<file path="config.mk">
export PLATFORM = sky130hd
export DESIGN_NAME = iob_clint_tick
export DESIGN_NICKNAME = d
export VERILOG_FILES = /design/src/rtl/iob_clint_tick.sv
export SDC_FILE = /design/constraint.sdc
export NUM_CORES = 1
export LEC_CHECK = 0
export CORE_ASPECT_RATIO = 0.75
export CORE_MARGIN = 2
export CORE_UTILIZATION = 43
export DETAILED_ROUTE_END_ITERATION = 10
export PLACE_DENSITY = 0.64
export SYNTH_ARGS = -nofsm -noshare
export SYNTH_HDL_FRONTEND = slang
export SYNTH_SLANG_ARGS = --single-unit
</file>
<file path="constraint.sdc">
create_clock -name clk -period 7.31 [get_ports clk]
set_input_delay 1.0965 -clock clk [delete_from_list [all_inputs] [get_ports clk]]
set_output_delay 1.0965 -clock clk [all_outputs]
set_load 0.02 [all_outputs]
</file>
<file path="src/rtl/iob_clint_tick.sv">
// iob_clint_tick: CLINT bus master that keeps one hart's
// machine timer re-armed periodically and drives its msip.
module iob_clint_tick #(
  parameter int ADDR_W        = 16,
  parameter int DATA_W        = 32,
  parameter int MSIP_BASE     = 0,
  parameter int MTIMECMP_BASE = 16384,
  parameter int MTIME_BASE    = 49144,
  parameter int HART          = 0
) (
  input  logic                clk,
  input  logic                rst,
  input  logic                en,
  input  logic [DATA_W-1:0]   period,
  input  logic                sw_set,
  input  logic                sw_clr,
  input  logic                mtip,
  output logic                valid,
  output logic [ADDR_W-1:0]   address,
  output logic [DATA_W-1:0]   wdata,
  output logic [DATA_W/8-1:0] wstrb,
  input  logic [DATA_W-1:0]   rdata,
  input  logic                ready,
  output logic                tick,
  output logic [31:0]         tick_cnt,
  output logic                busy
);

  localparam logic [ADDR_W-1:0] A_MSIP =
    ADDR_W'(MSIP_BASE + 4 * HART);
  localparam logic [ADDR_W-1:0] A_CMP =
    ADDR_W'(MTIMECMP_BASE + 8 * HART);
  localparam logic [ADDR_W-1:0] A_CMP_HI =
    ADDR_W'(MTIMECMP_BASE + 8 * HART + 4);
  localparam logic [ADDR_W-1:0] A_TIME =
    ADDR_W'(MTIME_BASE);
  localparam logic [ADDR_W-1:0] A_TIME_HI =
    ADDR_W'(MTIME_BASE + 4);

  typedef enum logic [3:0] {
    IDLE,
    RD_LO,
    RD_HI,
    WR_LO_MAX,
    WR_HI,
    WR_LO,
    ARMED,
    SW,
    DISARM
  } state_t;

  state_t state_q;
  state_t state_d;

  logic                  bus_q;
  logic                  bus_d;
  logic                  done;
  logic                  issue;
  logic                  sw_pend_q;
  logic                  sw_val_q;
  logic                  ret_q;
  logic [DATA_W-1:0]     t_lo_q;
  logic [2*DATA_W-1:0]   nxt_q;
  logic [2*DATA_W-1:0]   sum;
  logic [DATA_W-1:0]     per;
  logic [ADDR_W-1:0]     a_d;
  logic [DATA_W-1:0]     w_d;
  logic [DATA_W/8-1:0]   s_d;

  assign bus_q = !(state_q inside {IDLE, ARMED});
  assign bus_d = !(state_d inside {IDLE, ARMED});
  assign done  = bus_q && ready;
  assign issue = bus_d && (state_d != state_q);
  assign busy  = bus_q;

  assign per = (period == '0) ? DATA_W'(1) : period;
  assign sum = {rdata, t_lo_q}
             + {{DATA_W{1'b0}}, per};

  // State register
  always_ff @(posedge clk or negedge rst) begin
    if (!rst) state_q <= IDLE;
    else      state_q <= state_d;
  end

  // Next-state: one transaction per bus state,
  // en loss only takes effect once ready arrives
  always_comb begin
    state_d = state_q;
    unique case (state_q)
      IDLE: begin
        if (en)             state_d = RD_LO;
        else if (sw_pend_q) state_d = SW;
      end
      RD_LO:
        if (done) state_d = en ? RD_HI : DISARM;
      RD_HI:
        if (done) state_d = en ? WR_LO_MAX : DISARM;
      WR_LO_MAX:
        if (done) state_d = en ? WR_HI : DISARM;
      WR_HI:
        if (done) state_d = en ? WR_LO : DISARM;
      WR_LO:
        if (done) state_d = en ? ARMED : DISARM;
      ARMED: begin
        if (!en)            state_d = DISARM;
        else if (mtip)      state_d = RD_LO;
        else if (sw_pend_q) state_d = SW;
      end
      SW:
        if (done) state_d = ret_q ? ARMED : IDLE;
      DISARM:
        if (done) state_d = IDLE;
      default: state_d = IDLE;
    endcase
  end

  // Request fields for the bus state being entered
  always_comb begin
    a_d = '0;
    w_d = '0;
    s_d = '0;
    unique case (state_d)
      RD_LO: a_d = A_TIME;
      RD_HI: a_d = A_TIME_HI;
      WR_LO_MAX: begin
        a_d = A_CMP;
        w_d = '1;
        s_d = '1;
      end
      WR_HI: begin
        a_d = A_CMP_HI;
        w_d = nxt_q[2*DATA_W-1:DATA_W];
        s_d = '1;
      end
      WR_LO: begin
        a_d = A_CMP;
        w_d = nxt_q[DATA_W-1:0];
        s_d = '1;
      end
      SW: begin
        a_d = A_MSIP;
        w_d = DATA_W'(sw_val_q);
        s_d = '1;
      end
      DISARM: begin
        a_d = A_CMP_HI;
        w_d = '1;
        s_d = '1;
      end
      default: ;
    endcase
  end

  // Bus request registers: one-cycle valid,
  // fields held until ready
  always_ff @(posedge clk or negedge rst) begin
    if (!rst) begin
      valid   <= 1'b0;
      address <= '0;
      wdata   <= '0;
      wstrb   <= '0;
    end else if (issue) begin
      valid   <= 1'b1;
      address <= a_d;
      wdata   <= w_d;
      wstrb   <= s_d;
    end else begin
      valid <= 1'b0;
      if (done) wstrb <= '0;
    end
  end

  // Capture mtime and form the next compare value
  always_ff @(posedge clk or negedge rst) begin
    if (!rst) begin
      t_lo_q <= '0;
      nxt_q  <= '0;
    end else if (done) begin
      if (state_q == RD_LO) t_lo_q <= rdata;
      if (state_q == RD_HI) nxt_q  <= sum;
    end
  end

  // Software interrupt request: newest request wins
  always_ff @(posedge clk or negedge rst) begin
    if (!rst) begin
      sw_pend_q <= 1'b0;
      sw_val_q  <= 1'b0;
      ret_q     <= 1'b0;
    end else begin
      if (sw_set || sw_clr) begin
        sw_pend_q <= 1'b1;
        sw_val_q  <= sw_set;
      end else if (issue && state_d == SW) begin
        sw_pend_q <= 1'b0;
      end
      if (issue && state_d == SW)
        ret_q <= (state_q == ARMED);
    end
  end

  // Tick pulse and serviced-interrupt counter
  always_ff @(posedge clk or negedge rst) begin
    if (!rst) begin
      tick     <= 1'b0;
      tick_cnt <= '0;
    end else begin
      tick <= 1'b0;
      if (state_q == ARMED && en && mtip) begin
        tick     <= 1'b1;
        tick_cnt <= tick_cnt + 32'd1;
      end
    end
  end

endmodule

</file>
== Word level (Yosys, flattened, before mapping) ==
Cells that the tools add are included.

* Bits in registers: 189
* Input bits: 71
* Word-level logic and storage cells: 80
* Output and inout bits: 87

* Reductions and logical operators: 21
* Eq/ne operators: 17
* $add $sub $neg: 2
* Mux-type cells: 28

{| class="wikitable"
|+ Operators by type and width
! kind !! count
|-
| case mux 32 bit (4 select lines) || 1
|-
| two-way mux 4 bit || 19
|-
| adder 64 x 32 -> 64 bit || 1
|-
| case mux 16 bit (4 select lines) || 1
|-
| case mux 4 bit (9 select lines) || 1
|-
| adder 32 x 1 -> 32 bit, second input constant || 1
|-
| == test 4 x 3 -> 1 bit, second input constant || 8
|-
| logical NOT 32 bit || 1
|-
| two-way mux 32 bit || 1
|-
| == test 4 x 2 -> 1 bit, second input constant || 4
|-
| == test 4 x 1 -> 1 bit, second input constant || 2
|-
| == test 4 bit, second input constant || 2
|-
| logical NOT 4 bit || 2
|-
| nonzero test 2 bit || 4
|-
| OR reduction 2 bit || 3
|-
| logical AND 1 bit || 5
|-
| OR reduction 5 bit || 1
|-
| two-way mux 1 bit || 4
|-
| != test 4 bit || 1
|-
| AND reduction 2 bit || 2
|-
| two-way mux 3 bit || 1
|-
| logical NOT 1 bit || 2
|-
| logical OR 1 bit || 1
|}

== Logic depth before layout (Yosys ltp) ==
Gate-level depths: netlist of run 1.

* Depth after elaboration: 13
* Gate-level depth with buffers: 14
* Gate-level depth less buffers: 13

== Worst setup path after synthesis of run 1 ==
OpenSTA, ideal clock, no wires.

* Kind: input port to flip-flop
* Start: in period[25]
* End: reg nxt_q[52]
* Buffers on the path: 0
* Data arrival time: 3.576 ns
* Slack: 3.652 ns
* Setup time: 0.082 ns
* Required time: 7.228 ns
* Stages: 13
* Path through: nor4_1 nand4_1 o21bai_1 ha_1 fa_1 a211oi_1 o211ai_2 nand4_1 a21oi_1 nor2_1 o221a_2 or4_1 a31oi_1

* Longest elaborated chain between the ends: 3

{| class="wikitable"
|+ Ends and longest elaborated chain
! element !! RTL line !! source
|-
| start, declared || 14 || <nowiki>input logic [DATA_W-1:0] period,</nowiki>
|-
| logical NOT 32 bit || 76 || <nowiki>assign per = (period == '0) ? DATA_W'(1) : period;</nowiki>
|-
| two-way mux 32 bit * || 76 ||
|-
| adder 64 x 32 -> 64 bit * || 78 || <nowiki>+ {{DATA_W{1'b0}}, per};</nowiki>
|-
| end signal, assigned || 181 || <nowiki>if (state_q == RD_HI) nxt_q <= sum;</nowiki>
|-
| end, declared || 63 || <nowiki>logic [2*DATA_W-1:0] nxt_q;</nowiki>
|}

Mark *: on every way between the ends. The rest lies on a longest branch, timed or not.
A chain may end at the register's enable or synchronous reset.

== Worst setup path after layout of run 1 ==
Same ends and word-level chain as after synthesis.

==> results of run 1 <==
==> cell families (layout without fill, tap and decap cells) <==
| group | after synthesis | after routing | synth area share [%] |
|---|---|---|---|
| muxes | 70 | 70 | 7.23 |
| other | 1 | 3 | 0.0366 |
| xor gates and xnor gates | 75 | 75 | 6.41 |
| DFF | 173 | 173 | 42.2 |
| buffers and inverters | 127 | 220 | 6.05 |
| AOI/OAI and AO/OA | 285 | 285 | 18.9 |
| adders and majority gates | 34 | 34 | 4.22 |
| and+or+nand+nor | 306 | 306 | 14.9 |
==> report_power, final <==
group	switching (uW)	total [uW]	internal [uW]	leakage, uW
Combinational	1590	2720	1130	0.00288
Clock	469	942	473	0.000303
Sequential	256	1560	1300	0.00219
==> worst min-delay path, stage by stage, from the launching register on <==
cell and delay, ps:
dfrtp_1 340, nand2_1 50, o21ai_0 60
==> per-stage QoR <==
stage | cells | cell area, sq um | total power, uW
finish | 1466 | 12400 | 5220
global route | 1465 | 12400 | 5580
CTS | 1465 | 12400 | 5220
detailed placement | 1433 | 11700 | 4260
global placement | 1433 | 11700 | 4230
floorplan | 1072 | 10300 | 3510
==> sequential cells by signal, summed over array words and instances, names as in the netlist <==
register,cells
valid,1
address,3
wdata,32
wstrb,1
state_q,4
nxt_q,64
sw_pend_q,1
tick_cnt,32
sw_val_q,1
tick,1
t_lo_q,32
ret_q,1
==> placed cells by master (no fill, tap or decap), types with 5 or more instances in the layout <==
cell type,n
mux2i_1,38
inv_1,21
clkbuf_16,17
nand2_1,119
and4_1,7
nor3_1,15
o21a_1,6
nand2b_1,6
nand4_1,17
clkdlybuf4s50_1,154
xor2_1,25
o31ai_1,13
a22o_1,32
a31oi_1,17
mux2_2,30
or4_1,7
nor4_1,9
ha_1,33
xnor2_1,50
o21ai_0,84
o211ai_1,7
a211oi_1,6
o21ai_1,19
a21o_1,23
and3_1,12
dfrtp_1,173
and2_1,7
buf_4,11
nand3b_1,5
nor2_1,46
clkinv_8,6
nand3_1,30
a21oi_1,38
==> area by class of cell <==
type	instances	area, sq um	share of cell area (%)
tap	300	375	3.03
multi-input combinational	772	5320	43.0
sequential	173	4330	35.0
clock inverter	15	201	1.63
clock buffer	17	425	3.44
timing repair buffer	166	1640	13.2
antenna	1	2.50	0.0202
inverter	22	82.6	0.667
==> worst paths after layout <==
kind | endpoint | slack, ps | start
setup / recovery | nxt_q[52]$_DFFE_PN0P_ | 2710 | period[25]
min in group asynchronous | wdata[2]$_DFFE_PN0P_ | 690 | rst
hold / removal | nxt_q[17]$_DFFE_PN0P_ | 480 | nxt_q[17]$_DFFE_PN0P_
setup reg to reg | wdata[29]$_DFFE_PN0P_ | 3850 | state_q[2]$_DFF_PN0_
hold reg to reg | nxt_q[17]$_DFFE_PN0P_ | 480 | nxt_q[17]$_DFFE_PN0P_
max in group asynchronous | wdata[26]$_DFFE_PN0P_ | 5450 | rst
==> layer usage <==
metal / up-vias / wire (um)
li1: 3985 / -
met1: 3851 / 14200
met2: 277 / 10500
met3: 13 / 1870
met4: 0 / 169
met5: - / 0
==> out/metrics.csv, run 1 <==
metric,value,unit
CTS root buf,clkbuf_16,
gr usage total,21.8,%
Crit path buffers/inverters,1,
Post-Synthesis Cells,1071,
Rows,48,
crit-path leading delay family,simple AND/OR/NAND/NOR gates,
CP Depth,14,
final core occ,53.4,%
CP dominant cell by count,nand4_1,
maximum VDD drop,0.000233,V
Area Growth Syn to Fin,20.7,%
Worst Reg2Reg Path Length in Cells,10,
Worst Setup Path Type,input port to flop,
clk_lat worst skew,450,ps
hold-fix buffers at CTS,0,
top cell type's share of synthesized area,42.2,%
full die area,25100,sq um
Hold WS,479,ps
syn avg cell area,9.57,sq um
Synth top cells by count,"173 x dfrtp_1, 119 x nand2_1, 84 x o21ai_0",
number of flops mapped to enable cells by yosys,0,
GPL Wtd Cong,0.869,
GR met3 Demand/Resource,4.28,%
htree depth,4,
core area,23200,sq um
Post-CTS Setup Bufs,0,
Tcrit/Tclk final,62.9,%
Synth Warn #,0,
vias per cell,5.54,
CTS tree,built,
post-DP HPWL,20000,um
"slowest stage delay, CP",520,ps
crit path DAT,4960,ps
Sink Count,173,
"Setup violations, final",0,
crit path capture type,flop,
Hold Path Class,flop to flop,
Setup WS pre-CTS,2290,ps
vias in the first global route,7455,
fmax,217,MHz
share of the yosys chip area belonging to registers,42.2,%
layer with the highest usage,met1,
Pins Over Slew Limit,0,
Die Y,138,um
Slew headroom,30.1,%
# Max-Cap Violations,0,
Setup Skew,14.6,ps
cell accounting for the most synthesized area,dfrtp_1,
GRT overflow,0,
Slew @ Worst Pin,1050,ps
drt drc,0,
status,finished clean,
Hold Path Depth,2,
PwrDens,422,nW/um^2
pin count of the biggest net entering global routing,82,
met1 usage,35.2,%
CTS buffer count,17,
Synth async-reset ratio,100,%
post-CTS resize count,0,
number of failing hold endpoints at the final stage,0,
Nets,1257,
CP required,7670,ps
Main synth FF type,dfrtp_1,
"CTS clk-pin slew, worst paths",70,ps
DRT iter0 DRCs,630,
final WL,26700,um
crit path cell chain,clkdlybuf4s50_1 -> nor4_1 -> nand4_1 -> o21bai_1 -> ha_1 -> fa_1 -> a211oi_1 -> o211ai_2 -> nand4_1 -> a21oi_1 -> nor2_1 -> o221a_2 -> or4_1 -> a31oi_1,
PortBufs,155,
Tmin final,4600,ps
RSZ-0062 raised after global routing,false,
first-pass GRT wire length,42400,um
setup tns final,0,ps
GR Util met2,29.9,%
Initial Util,44.2,%
via count,8126,
CP max FO,18,
WL per Instance,18.2,um
CP max stage cell,nor4_1,
drt pass-1 iters,5,
initial antenna violation count,0,
Final ANT Viol Nets,0,
PnR worst setup slack,2710,ps
CTS Buffer Depth,2,
fillers,2132,
dominant cell by count in the synthesized netlist,dfrtp_1,
# IOs,158,
Leak,0.00538,uW
number of synthesized register bits,173,
Chip Width,182,um
Synth cell types,77,
synth top area cells,"dfrtp_1 42%, nand2_1 4.4%, xnor2_1 4.3%",
fraction of layout cells with a size suffix above 1,8.76,%
synthesized area,10200,sq um
CP startpoint kind,input port,
Note: power is estimated with default switching activity, not from simulation.
==> run 2, diff against run 1 <==
Clock period 7.31 ns to 4.49 ns, I/O delays scaled along.
==> run 2 against run 1 <==
  * Hold slack worse by 200 ps
  * Flip-flop and latch count unchanged
  * Count of clock-buffer cells in the layout up 5
  * Clock skew down 7.7 ps
  * Combinational power up 65%
  * Sequential share of layout area down 0.43 points
  * Global-route usage up 0.35 points
  * Total power up 66%
==> out/metrics.csv, run 2 (synthesized netlist as in run 1, its figures left out) <==
metric,value,unit
Tcrit/Tclk final,89.0,%
sw frac,42.1,%
CTS tree,built,
gr usage total,22.1,%
WL per Instance,18.0,um
Placement Cell Area,11900,sq um
pin count of the biggest net entering global routing,84,
"commonest non-fill, non-tap cell in the layout",dfrtp_1,
clock power share,18.7,%
Slew headroom,46.4,%
PwrDens,691,nW/um^2
vias per cell,5.54,
CP max FO,14,
initial antenna violation count,1,
hold-fix buffers at CTS,0,
number of failing hold endpoints at the final stage,0,
Die Y,138,um
Hold Path Class,input port to asynchronous set/reset pin,
core area,23200,sq um
PortBufs,155,
PnR worst setup slack,493,ps
Chip Width,182,um
Nets,1273,
reg2reg start,state_q[2]$_DFF_PN0_,
CTS buffer count,17,
# IOs,158,
drt pass-1 iters,6,
Comb pwr share,51.9,%
Sink Count,173,
Area Growth Syn to Fin,22.2,%
crit path DAT,4360,ps
clk_lat worst skew,430,ps
"commonest cells after routing, fill and taps aside","173 x dfrtp_1, 154 x clkdlybuf4s50_1, 119 x nand2_1",
post-DP HPWL,20100,um
CP max stage cell,or4_1,
Tmin final,4000,ps
Pwr Total,8650,uW
Rows,48,
finished layout cell area,12500,sq um
"Setup violations, final",0,
CP dominant cell by count,nand4_1,
Reg power frac,29.4,%
RSZ-0062 raised after global routing,false,
Post-CTS Setup Bufs,0,
GRT overflow,0,
CTS Buffer Depth,2,
Worst Setup Path Type,input port to flop,
CP required,4850,ps
Leak,0.00547,uW
"Most flops, register",nxt_q,
Initial Util,44.2,%
Pins Over Slew Limit,0,
DRT iter0 DRCs,519,
via count,8203,
CTS root buf,clkbuf_16,
crit path capture type,flop,
r2r endpoint,wdata[26]$_DFFE_PN0P_,
vias in the first global route,7667,
Final ANT Viol Nets,0,
Setup WS pre-CTS,24.0,ps
Sw Pwr,3640,uW
full die area,25100,sq um
Slew @ Worst Pin,804,ps
CP startpoint kind,input port,
crit path cell chain,clkdlybuf4s50_1 -> nor4_1 -> buf_4 -> nand4_1 -> o21bai_1 -> ha_1 -> fa_1 -> a211oi_1 -> o211ai_2 -> nand4_1 -> a21oi_1 -> nor2_1 -> o221a_2 -> or4_1 -> a31oi_1,
fmax,250,MHz
maximum VDD drop,0.000348,V
fraction of layout cells with a size suffix above 1,9.74,%
setup tns final,0,ps
Setup Skew,6.96,ps
drt drc,0,
"slowest stage delay, CP",490,ps
first-pass GRT wire length,42800,um
flop2flop setup slack,1350,ps
final WL,26700,um
Pint,5010,uW
final core occ,54.0,%
# diodes,0,
# Max-Cap Violations,0,
"CTS clk-pin slew, worst paths",70,ps
GPL Wtd Cong,0.912,
Worst Reg2Reg Path Length in Cells,9,
post-CTS resize count,0,
status,finished clean,
htree depth,4,
Largest register FFs,64,
-- run 2: layout make-up --
cell class                 count  area [sq um]
tap                          300           375
fill                        2117         10700
sequential                   173          4330
timing repair buffer         182          1780
multi-input combinational    772          5320
clock inverter                10           174
clock buffer                  22           464
inverter                      22          82.6
-- run 2: how the worst max path moves through the flow --
stage,from,endpoint,cells past startpoint
2_1_floorplan,period[25],nxt_q[52]$_DFFE_PN0P_,13
3_3_place_gp,period[25],nxt_q[56]$_DFFE_PN0P_,15
3_5_place_dp,period[25],nxt_q[58]$_DFFE_PN0P_,15
4_1_cts,period[25],nxt_q[58]$_DFFE_PN0P_,15
5_1_grt,period[25],nxt_q[58]$_DFFE_PN0P_,15
6_report,period[25],nxt_q[58]$_DFFE_PN0P_,15
-- run 2: worst max-delay path: cells and delay by family --
family                     cells  cell delay, ps
and+or+nand+nor                5            1330
AOI/OAI and AO/OA              6            1280
buffers and inverters          2             610
adders and majority gates      2             450
-- run 2: power groups by stage --
stage	registers (uW)	clock network, uW	logic (uW)
CTS	2540	1650	4470
global route	2610	1720	4960
finish	2540	1620	4500
detailed placement	2560	0	4460
floorplan	2530	0	3180
global placement	2550	0	4400
-- run 2: layer usage --
metal  part of all wire, %  vias to the layer above  routed length, um  global-route usage, %
met3                   7.2                       11               1910                   5.05
met5                     0                        -                  0                      0
met4                  0.48                        0                129                   4.39
met2                    39                      290              10500                   30.1
li1                      -                     4026                  -                      -
met1                    53                     3876              14200                   35.2
-- run 2: stage by stage --
stage	instances	hold slack, ps
2_1_floorplan	1072	378
3_3_place_gp	1449	460
3_5_place_dp	1449	461
4_1_cts	1481	322
5_1_grt	1481	318
6_report	1481	275
